--- config.mk ---
export PLATFORM = sky130hd
export DESIGN_NAME = chip8_blitter
export DESIGN_NICKNAME = d
export VERILOG_FILES = /design/src/rtl/chip8_pkg.sv /design/src/rtl/chip8_row_merge.sv /design/src/rtl/chip8_blitter.sv
export SDC_FILE = /design/constraint.sdc
export NUM_CORES = 1
export LEC_CHECK = 0
export ABC_AREA = 1
export BUFFER_PORTS_ARGS = -buffer_cell sky130_fd_sc_hd__buf_2
export CAP_MARGIN = 0
export CORE_MARGIN = 3
export CORE_UTILIZATION = 30
export DETAILED_ROUTE_END_ITERATION = 8
export GPL_TIMING_DRIVEN = 1
export PLACE_DENSITY_LB_ADDON = 0.3
export RECOVER_POWER = 25
export SLEW_MARGIN = 20
export SYNTH_ARGS = -nofsm -noshare
export SYNTH_HDL_FRONTEND = slang
export SYNTH_SLANG_ARGS = --single-unit
--- constraint.sdc ---
create_clock -name clock -period 2.41 [get_ports clock]
set_input_delay 0 -clock clock [delete_from_list [all_inputs] [get_ports clock]]
set_output_delay 0 -clock clock [all_outputs]
set_load 0.1 [all_outputs]
--- src/rtl/chip8_pkg.sv ---
`default_nettype none
// ============================================================================
// Module   : chip8_pkg
// Brief    : Op codes, blitter state encoding and default screen geometry
//            shared by the CHIP-8 blitter and its row-merge datapath.
// Revision : 1.0 - initial release
// ============================================================================
package chip8_pkg;

    localparam logic CHIP8_OP_DRAW  = 1'b0;
    localparam logic CHIP8_OP_CLEAR = 1'b1;

    localparam int CHIP8_SCREEN_W = 64;
    localparam int CHIP8_SCREEN_H = 32;

    typedef enum logic [2:0] {
        ST_IDLE  = 3'd0,
        ST_ISSUE = 3'd1,
        ST_WAIT  = 3'd2,
        ST_WRITE = 3'd3,
        ST_CLEAR = 3'd4,
        ST_DONE  = 3'd5
    } blit_state_t;

endpackage
`default_nettype wire

--- src/rtl/chip8_row_merge.sv ---
`default_nettype none
// ============================================================================
// Module   : chip8_row_merge
// Brief    : XORs one sprite byte into a display row at column x0 and flags
//            any pixel that was turned off. Edge columns wrap when
//            CHIP8_BLIT_WRAP_EN is defined, otherwise they are clipped.
// Revision : 1.0 - initial release
// ============================================================================
module chip8_row_merge
    import chip8_pkg::*;
#(
    parameter int   SCREEN_W = CHIP8_SCREEN_W,
    localparam int  XW       = $clog2(SCREEN_W)
) (
    input  logic [SCREEN_W-1:0] old_row,
    input  logic [7:0]          sprite,
    input  logic [XW-1:0]       x0,
    output logic [SCREEN_W-1:0] new_row,
    output logic                collide
);

    logic [7:0]          sprite_rev;
    logic [SCREEN_W-1:0] mask;

    // Sprite MSB is the leftmost pixel, i.e. the lowest column index.
    for (genvar i = 0; i < 8; i++) begin : g_rev
        assign sprite_rev[i] = sprite[7-i];
    end

`ifdef CHIP8_BLIT_WRAP_EN
    logic [2*SCREEN_W-1:0] shifted;

    assign shifted = {{(2*SCREEN_W-8){1'b0}}, sprite_rev} << x0;
    assign mask    = shifted[SCREEN_W-1:0] | shifted[2*SCREEN_W-1:SCREEN_W];
`else
    assign mask    = {{(SCREEN_W-8){1'b0}}, sprite_rev} << x0;
`endif

    assign new_row = old_row ^ mask;
    assign collide = |(old_row & mask);

endmodule
`default_nettype wire

--- src/rtl/chip8_blitter.sv ---
`default_nettype none
// ============================================================================
// Module   : chip8_blitter
// Brief    : DXYN / 00E0 engine: reads sprite bytes, XOR-merges them into
//            VRAM rows and reports VF. Define CHIP8_BLIT_WRAP_EN for
//            wrap-around edges; the default build clips.
// Revision : 1.0 - initial release
// ============================================================================
module chip8_blitter
    import chip8_pkg::*;
#(
    parameter int SCREEN_W = CHIP8_SCREEN_W,
    parameter int SCREEN_H = CHIP8_SCREEN_H,
    parameter int MEM_LAT  = 2,
    parameter int ROW_W    = $clog2(SCREEN_H)
) (
    input  logic                clock,
    input  logic                reset,
    input  logic                cmd_valid,
    output logic                cmd_ready,
    input  logic                cmd_op,
    input  logic [7:0]          cmd_x,
    input  logic [7:0]          cmd_y,
    input  logic [3:0]          cmd_n,
    input  logic [11:0]         cmd_addr,
    output logic                done,
    output logic                collision,
    output logic [11:0]         ram_address_out,
    input  logic [7:0]          ram_data_in,
    output logic [ROW_W-1:0]    vram_address_out,
    input  logic [SCREEN_W-1:0] vram_data_in,
    output logic [SCREEN_W-1:0] vram_data_out,
    output logic                vram_write
);

    localparam int XW  = $clog2(SCREEN_W);
    localparam int WCW = (MEM_LAT > 1) ? $clog2(MEM_LAT) : 1;

    blit_state_t         state, state_next;
    logic [XW-1:0]       x0;
    logic [ROW_W-1:0]    y0;
    logic [3:0]          n;
    logic [11:0]         addr;
    logic [3:0]          r;
    logic [WCW-1:0]      wait_cnt;

    logic                accept;
    logic [3:0]          r_next;
    logic                wait_last;
    logic                off_screen;
    int                  row_sum;
    logic [ROW_W-1:0]    issue_row;
    logic [11:0]         issue_addr;
    logic [SCREEN_W-1:0] merged_row;
    logic                merge_collide;

    assign cmd_ready = (state == ST_IDLE) && !reset;
    assign done      = (state == ST_DONE) && !reset;

    chip8_row_merge #(
        .SCREEN_W (SCREEN_W)
    ) u_merge (
        .old_row (vram_data_in),
        .sprite  (ram_data_in),
        .x0      (x0),
        .new_row (merged_row),
        .collide (merge_collide)
    );

    always_ff @(posedge clock) begin
        if (reset) begin
            state <= ST_IDLE;
        end else begin
            state <= state_next;
        end
    end

    always_comb begin
        accept    = cmd_valid && (state == ST_IDLE);
        r_next    = r + 4'd1;
        wait_last = (wait_cnt == WCW'(MEM_LAT - 1));
        // Address of the row about to be issued: first row on accept, else the next one.
        if (state == ST_IDLE) begin
            row_sum    = int'(cmd_y) % SCREEN_H;
            issue_addr = cmd_addr;
        end else begin
            row_sum    = int'(y0) + int'(r_next);
            issue_addr = addr + 12'(r_next);
        end
        issue_row = ROW_W'(row_sum % SCREEN_H);
`ifdef CHIP8_BLIT_WRAP_EN
        off_screen = 1'b0;
`else
        off_screen = (row_sum >= SCREEN_H);
`endif

        state_next = state;
        case (state)
            ST_IDLE: begin
                if (accept) begin
                    if (cmd_op == CHIP8_OP_CLEAR) begin
                        state_next = ST_CLEAR;
                    end else if (cmd_n == 4'd0) begin
                        state_next = ST_DONE;
                    end else begin
                        state_next = ST_ISSUE;
                    end
                end
            end
            ST_ISSUE: state_next = ST_WAIT;
            ST_WAIT:  if (wait_last) state_next = ST_WRITE;
            ST_WRITE: state_next = ((r_next == n) || off_screen) ? ST_DONE : ST_ISSUE;
            ST_CLEAR: if (vram_address_out == ROW_W'(SCREEN_H - 1)) state_next = ST_DONE;
            ST_DONE:  state_next = ST_IDLE;
            default:  state_next = ST_IDLE;
        endcase
    end

    always_ff @(posedge clock) begin
        if (reset) begin
            x0               <= '0;
            y0               <= '0;
            n                <= '0;
            addr             <= '0;
            r                <= '0;
            wait_cnt         <= '0;
            collision        <= 1'b0;
            ram_address_out  <= '0;
            vram_address_out <= '0;
            vram_data_out    <= '0;
            vram_write       <= 1'b0;
        end else begin
            case (state)
                ST_IDLE: begin
                    if (accept) begin
                        x0        <= XW'(int'(cmd_x) % SCREEN_W);
                        y0        <= ROW_W'(int'(cmd_y) % SCREEN_H);
                        n         <= cmd_n;
                        addr      <= cmd_addr;
                        r         <= '0;
                        collision <= 1'b0;
                        if (cmd_op == CHIP8_OP_CLEAR) begin
                            vram_address_out <= '0;
                            vram_data_out    <= '0;
                            vram_write       <= 1'b1;
                        end else if (cmd_n != 4'd0) begin
                            ram_address_out  <= issue_addr;
                            vram_address_out <= issue_row;
                        end
                    end
                end
                ST_ISSUE: wait_cnt <= '0;
                ST_WAIT: begin
                    wait_cnt <= wait_cnt + WCW'(1);
                    // Both memories deliver in the last wait cycle; register the merged row.
                    if (wait_last) begin
                        vram_data_out <= merged_row;
                        vram_write    <= 1'b1;
                        collision     <= collision | merge_collide;
                    end
                end
                ST_WRITE: begin
                    vram_write <= 1'b0;
                    r          <= r_next;
                    if (state_next == ST_ISSUE) begin
                        ram_address_out  <= issue_addr;
                        vram_address_out <= issue_row;
                    end
                end
                ST_CLEAR: begin
                    if (state_next == ST_DONE) begin
                        vram_write <= 1'b0;
                    end else begin
                        vram_address_out <= vram_address_out + ROW_W'(1);
                    end
                end
                default: ;
            endcase
        end
    end

endmodule
`default_nettype wire

# Word-level counts from Yosys, hierarchy flattened
# Cells that the tools add are included.
# op_classes
reduce_logical,21
eq_ne,18
shifts,1
n_lt_le_gt_ge,1
bitwise_logic,3
muxes,35
addsub,5
# op_table
operator,n
$mux 64,3
$pmux 64 s2,1
$and 64x64->64,1
$reduce_or 64->1,1
$shl 8x6->64,1
$xor 64x64->64,1
$mux 12,5
$ge 32x7->1 const B,1
$mux 5,5
$pmux 12 s2,1
$mux 3,6
$pmux 3 s5,1
$pmux 5 s3,1
$reduce_and 5->1,3
$ne 2x2->1 const B,7
$add 12x4->12,1
$eq 3x3->1 const B,3
$pmux 4 s2,1
$reduce_bool 4->1,2
$add 5x4->6,1
$eq 3x1->1 const B,2
$eq 3x2->1 const B,2
$mux 1,6
$mux 6,1
other kinds (21),27
# word_totals
ff_bits,118
output_inout_bits,85
elab_cells,96

# Depth between registers and ports, before layout
# Gate-level depths: netlist (run 1).
# logic_depth
ltp_word,10
mapped_depth,19
mapped_depth_nobuf,18

# Modules after synthesis
# From an unflattened synthesis (run 1), not the netlist that was laid out.
# hier_totals
hier_cells,1010
area_unflattened_um2,7226.9
# modules_own_cells
mod,area_per_inst_um2,seq_area_each_um2,instances,cells_each
chip8_blitter,5146.2,2362.3,1,703
chip8_row_merge,2080.7,0.0,1,307

# Worst setup path before layout (run 1)
# OpenSTA, ideal clock, no wires.
# synth_path
kind,register to output
start,register state[0]
end,output port done
stages_incl_launch_ff,5
setup_slack_ns,-0.266
path_buffers,0
arrival_time_ns,2.676
required_time_ns,2.410
cell_sequence,dfxtp_1 inv_1 nor2_1 inv_1 nor3_1
# synth_via
elab_chain_cells,2
# synth_lines
element,line,rtl
from (decl),chip8_blitter.sv:39,"blit_state_t state, state_next;"
from (signal assigned),chip8_blitter.sv:74,state <= state_next;
$eq 3x3->1,chip8_blitter.sv:58,assign done = (state == ST_DONE) && !reset;
$logic_and 1x1->1,chip8_blitter.sv:58,
to (decl),chip8_blitter.sv:26,"output logic done,"
# Every way passes these cells.

# Final worst setup path (run 1)
# layout_path
start,register x0[0]
end,register collision
# layout_via
elab_chain_cells,6
# layout_lines
element,line,rtl
from (decl),chip8_blitter.sv:40,logic [XW-1:0] x0;
from (signal assigned),chip8_blitter.sv:136,x0 <= XW'(int'(cmd_x) % SCREEN_W);
$shl 8x6->64,chip8_row_merge.sv:36,"assign mask = {{(SCREEN_W-8){1'b0}}, sprite_rev} << x0;"
$and 64x64->64,chip8_row_merge.sv:40,assign collide = |(old_row & mask);
$reduce_or 64->1,chip8_row_merge.sv:40,
$or 1x1->1,chip8_blitter.sv:159,collision <= collision | merge_collide;
$mux 1,chip8_blitter.sv:156,if (wait_last) begin
$pmux 1 s2,chip8_blitter.sv:133,case (state)
to (signal assigned),chip8_blitter.sv:159,
to (decl),chip8_blitter.sv:27,"output logic collision,"
# Every way passes these cells. The select of a mux whose other input is x is not followed.
# A chain may end at the register's enable or synchronous reset.

==> results of run 1 <==
[flip-flops by register name, indices dropped and copies added, names as in the netlist]
name              count
addr                 12
vram_data_out        64
vram_write            1
collision             1
x0                    6
vram_address_out      5
ram_address_out      12
r                     4
state                 3
wait_cnt              1
n                     4
y0                    5
[worst max-delay path, stage by stage (launching register included)]
cell      delay (ns)
dfxtp_2         0.34
buf_6           0.12
or2_4           0.25
o21ai_4         0.07
nor2_2          0.07
o21ai_2         0.19
o21ai_2         0.11
nand2_2         0.10
nor2_2          0.05
ha_2            0.20
nor4_4          0.35
nand3b_1        0.14
nor2_1          0.11
nand2_1         0.07
nand2_1         0.07
a21oi_2         0.05
[metrics by stage]
stage	utilization (%)	setup TNS [ns]	instance area [um2]
6_report	43.4	-0.00749	10200
3_5_place_dp	37.3	-0.595	8780
3_3_place_gp	37.3	-0.656	8780
2_1_floorplan	-	0	7210
5_1_grt	43.4	-0.147	10200
4_1_cts	42.6	-0.0846	10000
[layout by cell type (no fill, tap or decap), types with 8 or more instances in the layout]
master         instances
buf_2                138
o21ai_0               39
inv_1                 61
clkbuf_1              50
a21oi_1              114
nor2_1               137
dfxtp_1              117
nand2_1              300
dlygate4sd3_1         54
clkbuf_16             17
buf_4                 54
nand3_1               48
ha_2                   9
nor3_1                 8
ha_1                  64
nand2_2               10
o21ai_2               13
nor2_2                10
[metal layers]
| metal | track usage (%) | up-vias | routed length, um |
|---|---|---|---|
| met5 | 0 | - | 0 |
| met4 | 4.30 | 0 | 289 |
| met3 | 4.62 | 22 | 1560 |
| met2 | 32.8 | 238 | 12300 |
| met1 | 24.1 | 3583 | 11100 |
| li1 | - | 4062 | - |
[cells by family after synthesis]
kind of cell / after synthesis / share of synthesized area (%)
and+or+nand+nor: 555 / 31.8
xor gates and xnor gates: 5 / 0.608
AOI/OAI and AO/OA: 194 / 14.1
adders and majority gates: 77 / 13.6
DFF: 118 / 32.8
buffers and inverters: 124 / 7.20
[final cells by class]
class,instances,area (um2)
Timing Repair Buffer,302,1940
Clock inverter,14,153
Inverter,72,278
Antenna cell,1,2.50
Sequential cell,118,2360
Clock buffer,18,429
Multi-Input combinational cell,831,4650
Fill cell,2501,13300
Tap cell,319,399
[final timing paths]
kind                                        start                 to  cells past startpoint
worst max-delay path                        x0[0]          collision                     15
worst min-delay path             vram_data_in[39]  vram_data_out[39]                      4
worst max register to register              x0[0]          collision                     15
worst min register to register  vram_data_out[37]  vram_data_out[37]                      2
[timing repair]
item                                    in CTS  in global routing
pin swaps                                   17                 31
resized for setup                           31                 70
hold buffers                                54                  0
endpoints found under the hold margin       56                  0
setup buffers                                5                  1
endpoints found under the setup margin       1                 20
[power breakdown]
part	total (mW)	switching [mW]	internal (mW)
Combinational	2.95	1.96	0.993
Clock	2.53	1.00	1.53
Sequential	2.23	0.117	2.11
==> results.json, run 1 <==
{
  "synth_top_area_share_pct": 32.8,
  "cts_tree": "built",
  "cts_root_buf": "clkbuf_16",
  "cts_buffer_depth": 2,
  "syn_avg_cell_area_um2": 6.72,
  "final_layout_size_suffix_gt1_share_pct": 23.8,
  "synth_edf_count": 0,
  "fp.dieH_um": 161,
  "cp.arrival_ns": 2.69,
  "vdd_ir_drop_max_v": 0.000490,
  "finalSetupViolCount": 1,
  "grt_pass1_vias": 7470,
  "port_buffers": 187,
  "via_per_inst": 4.72,
  "stdcell_count": 1675,
  "drt_first_pass_iters": 5,
  "cp.required_ns": 2.68,
  "syn_nets": 1258,
  "syn_inst": 1073,
  "initial_utilization_pct": 30.6,
  "totalWireLength_mm": 25.2,
  "synth_most_common_cell": "nand2_1",
  "wl_per_cell_um": 15.1,
  "fin_hold_ws_ns": 0.0190,
  "io_pins": 193,
  "fin_ws_ns": -0.00749,
  "dp_slack_ns": -0.595,
  "postRouteAntennaNets": 0,
  "overflow": 0,
  "synth_common_cells": "nand2_1, nor2_1, a21oi_1",
  "synth_top_cell_by_area": "dfxtp_1",
  "cts.sinks": 118,
  "drv_slew": 0,
  "die-area_um2": 25900,
  "r2r_slack_ns": -0.007,
  "ys_types": 43,
  "fin_worst_skew_ns": 0.0110,
  "hold_viol": 0,
  "crit_fanout": 5,
  "placed_cells": 1582,
  "ys_top_cells_by_area": "dfxtp_1, nand2_1, ha_1, a21oi_1, nor2_1",
  "violations": "setup timing",
  "synthToLayoutAreaGrowth_pct": 41.8,
  "yosysSeqAreaShare_pct": 32.8,
  "htreeDepth": 4,
  "synth-seq-cells": 118,
  "path_class": "flip-flop to flip-flop",
  "gp_congestion": 0.926,
  "finalPower_mw": 7.71,
  "synth-async-reset-ratio_pct": 0,
  "nets": 1527,
  "grt_antenna_before_repair": 1,
  "cts_buffers": 17,
  "synthFlopType": "dfxtp_1",
  "fp.dieW_um": 161,
  "drc": 0,
  "rows": 56,
  "power_density_nw_per_um2": 755,
  "fmax_mhz": 414,
  "period_share_pct": 100,
  "hold_path_class": "input pin to flip-flop",
  "drt_iter0_drc": 602,
  "tightestPinTransition_ns": 1.22,
  "core-area_um2": 23500,
  "track_usage_pct": 19.0,
  "syn_area_um2": 7210,
  "cp-start-kind": "flip-flop",
  "grt_max_degree": 75,
  "hpwl_mm": 18.8,
  "critPathCaptureType": "flip-flop",
  "leakagePower_nw": 4.61,
  "slew_headroom_pct": 19.0,
  "synth_warnings": 0,
  "finalCriticalPeriod_ns": 2.42,
  "clk_pin_slew_ns": 0.06,
  "vias": 7905,
  "grt_pass1_wl_mm": 39.0,
  "cap_violations": 0,
  "rsz0062_at_grt": "yes",
  "status": "finished, violations left",
  "clock_latency_ns": 0.42
}
Note: power is estimated with default switching activity, not from simulation.
==> inputs of run 2 (changes only) <==
Settings changed: CTS_CLUSTER_DIAMETER set to 200, REMOVE_ABC_BUFFERS set to 1.
==> run 2 against run 1 <==
Net effect: fmax fell by 2.2%; critical endpoint unchanged; the flow still finishes with violations (setup timing); total power barely moved; worst hold slack got worse by 0.014 ns; flip-flop and latch count did not move; largest power group unchanged; die area did not move; critical path type unchanged; core utilization rose by 0.080 points.
==> results.json, run 2 (synthesis results as in run 1) <==
{
  "status": "finished, violations left",
  "violations": "setup timing",
  "final_cell_area_um2": 10200,
  "grt_max_degree": 66,
  "wl_per_cell_um": 15.3,
  "path_class": "flip-flop to flip-flop",
  "critPathCaptureType": "flip-flop",
  "hp-start": "vram_data_in[36]",
  "cts_buffers": 17,
  "critical_path_buf_inv_count": 4,
  "track_usage_pct": 19.2,
  "cts_buffer_depth": 2,
  "hold_path_class": "input pin to flip-flop",
  "nets": 1524,
  "fmax_mhz": 404,
  "cp.required_ns": 2.71,
  "fp.dieW_um": 161,
  "drc": 0,
  "timing.rr.start": "x0[0]",
  "largest_reg_flops": 64,
  "drt_iter0_drc": 461,
  "io_pins": 193,
  "dp_slack_ns": -0.468,
  "initial_utilization_pct": 30.6,
  "final_layout_size_suffix_gt1_share_pct": 23.2,
  "tns_ns": -0.0626,
  "clk_pin_slew_ns": 0.06,
  "grt_busiest_layer": "met2",
  "cp.arrival_ns": 2.78,
  "grt_pass1_vias": 7526,
  "seqCellArea_um2": 2370,
  "rows": 56,
  "top_register": "vram_data_out",
  "cts_root_buf": "clkbuf_16",
  "top_regs": "vram_data_out: 64 flops, addr: 12 flops, ram_address_out: 12 flops",
  "hold_viol": 0,
  "leakagePower_nw": 4.62,
  "die-area_um2": 25900,
  "tightestPinTransition_ns": 1.23,
  "cts_tree": "built",
  "drt_first_pass_iters": 5,
  "gp_congestion": 0.881,
  "fin_worst_skew_ns": 0.0131,
  "finalPower_mw": 7.72,
  "power_density_nw_per_um2": 754,
  "path_cells": "buf_6 -> nand2_2 -> inv_2 -> a21oi_2 -> nand2_2 -> nand2_2 -> o21ai_4 -> o21ai_2 -> buf_4 -> buf_4 -> nor3_2 -> ha_2 -> nor4_4 -> nand3b_1 -> nor2_1 -> nand2_1 -> nand2_1 -> a21oi_2",
  "postRouteAntennaNets": 0,
  "finalCriticalPeriod_ns": 2.47,
  "placed_cells": 1579,
  "vias": 7864,
  "fin_ws_ns": -0.0626,
  "reg2regPathDepth": 18,
  "port_buffers": 187,
  "stdcell_count": 1671,
  "startpoint": "x0[0]",
  "final_cell_mix": "nand2_1, nor2_1, buf_2",
  "finalSetupViolCount": 1,
  "overflow": 0,
  "htreeDepth": 4,
  "grt_pass1_wl_mm": 40.0,
  "fp.dieH_um": 161,
  "grt_antenna_before_repair": 1,
  "use_met3_pct": 4.69,
  "core-area_um2": 23500,
  "crit_path_top_delay_cell": "dfxtp_4",
  "cts.sinks": 118,
  "clock_latency_ns": 0.42,
  "fillers": 2500,
  "crit_fanout": 7,
  "synthToLayoutAreaGrowth_pct": 42.0,
  "hpwl_mm": 18.9,
  "use_met1_pct": 24.4,
  "multi_input_area_um2": 4700,
  "timing.critical_path.mode_cell": "nand2_2",
  "period_share_pct": 103,
  "placed_area_um2": 8740,
  "crit_family": "simple AND/OR/NAND/NOR gates",
  "antenna_cells": 0,
  "totalWireLength_mm": 25.6,
  "hold_depth": 4,
  "vdd_ir_drop_max_v": 0.000581,
  "worst_path_largest_cell_delay_ns": 0.37,
  "rsz0062_at_grt": "yes",
  "cap_violations": 0,
  "drv_slew": 0,
  "use_met2_pct": 33.6,
  "final_common_cell": "nand2_1",
  "worstSetupPathDepth": 18,
  "cp-start-kind": "flip-flop",
  "slew_headroom_pct": 18.1,
  "via_per_inst": 4.71
}
-- run 2: cell count changes in the layout (fill, tap and decap cells not counted), sizes merged --
| cell | before | now |
|---|---|---|
| clkinvlp | 4 | 0 |
| clkinv | 9 | 13 |
| dlygate4sd3 | 54 | 57 |
| clkbuf | 67 | 68 |
| buf | 199 | 192 |
| diode | 1 | 0 |
-- run 2: per-layer routing --
metal	up-vias	wire length [um]
li1	4053	-
met4	2	249
met3	26	1600
met1	3546	11400
met2	237	12300
met5	-	13
-- run 2: report_power, final --
group	internal, mW	switching, mW
Combinational	0.940	1.97
Sequential	2.11	0.118
Clock	1.56	1.02
Total	4.61	3.11
-- run 2: metrics by stage --
step                      utilization (%)  hold slack (ns)
after detailed placement             37.1            0.246
after global placement               37.1            0.239
after global routing                 43.5           0.0192
final                                43.5          0.00475
after floorplan                         -           0.0691
after CTS                            42.6          0.00120
-- run 2: final cells by class --
class | instances | area share [%]
multi-input cells | 831 | 45.9
clock buffers | 18 | 4.29
repair buffers | 299 | 18.6
inverters | 72 | 2.70
well taps | 319 | 3.90
clock inverters | 14 | 1.47
flip-flops and latches | 118 | 23.1
-- run 2: what timing repair did --
item | CTS | global route
hold endpoints to repair | 68 | 0
resized for setup | 39 | 68
endpoints found under the setup margin | 2 | 18
gates cloned | 0 | 0
buffers inserted | 2 | 1
hold buffers | 57 | 0
pin swaps | 5 | 25
-- run 2: tightest hold or removal path: stages --
cell	delay [ns]
buf_2	0.08
ha_1	0.13
nand2_1	0.06
a21oi_1	0.12
-- run 2: final timing paths --
| check | to | slack [ns] |
|---|---|---|
| hold reg to reg | vram_data_out[57] | 0.46 |
| hold / removal | vram_data_out[36] | 0.005 |
| setup reg to reg | collision | -0.06 |
| setup / recovery | collision | -0.06 |
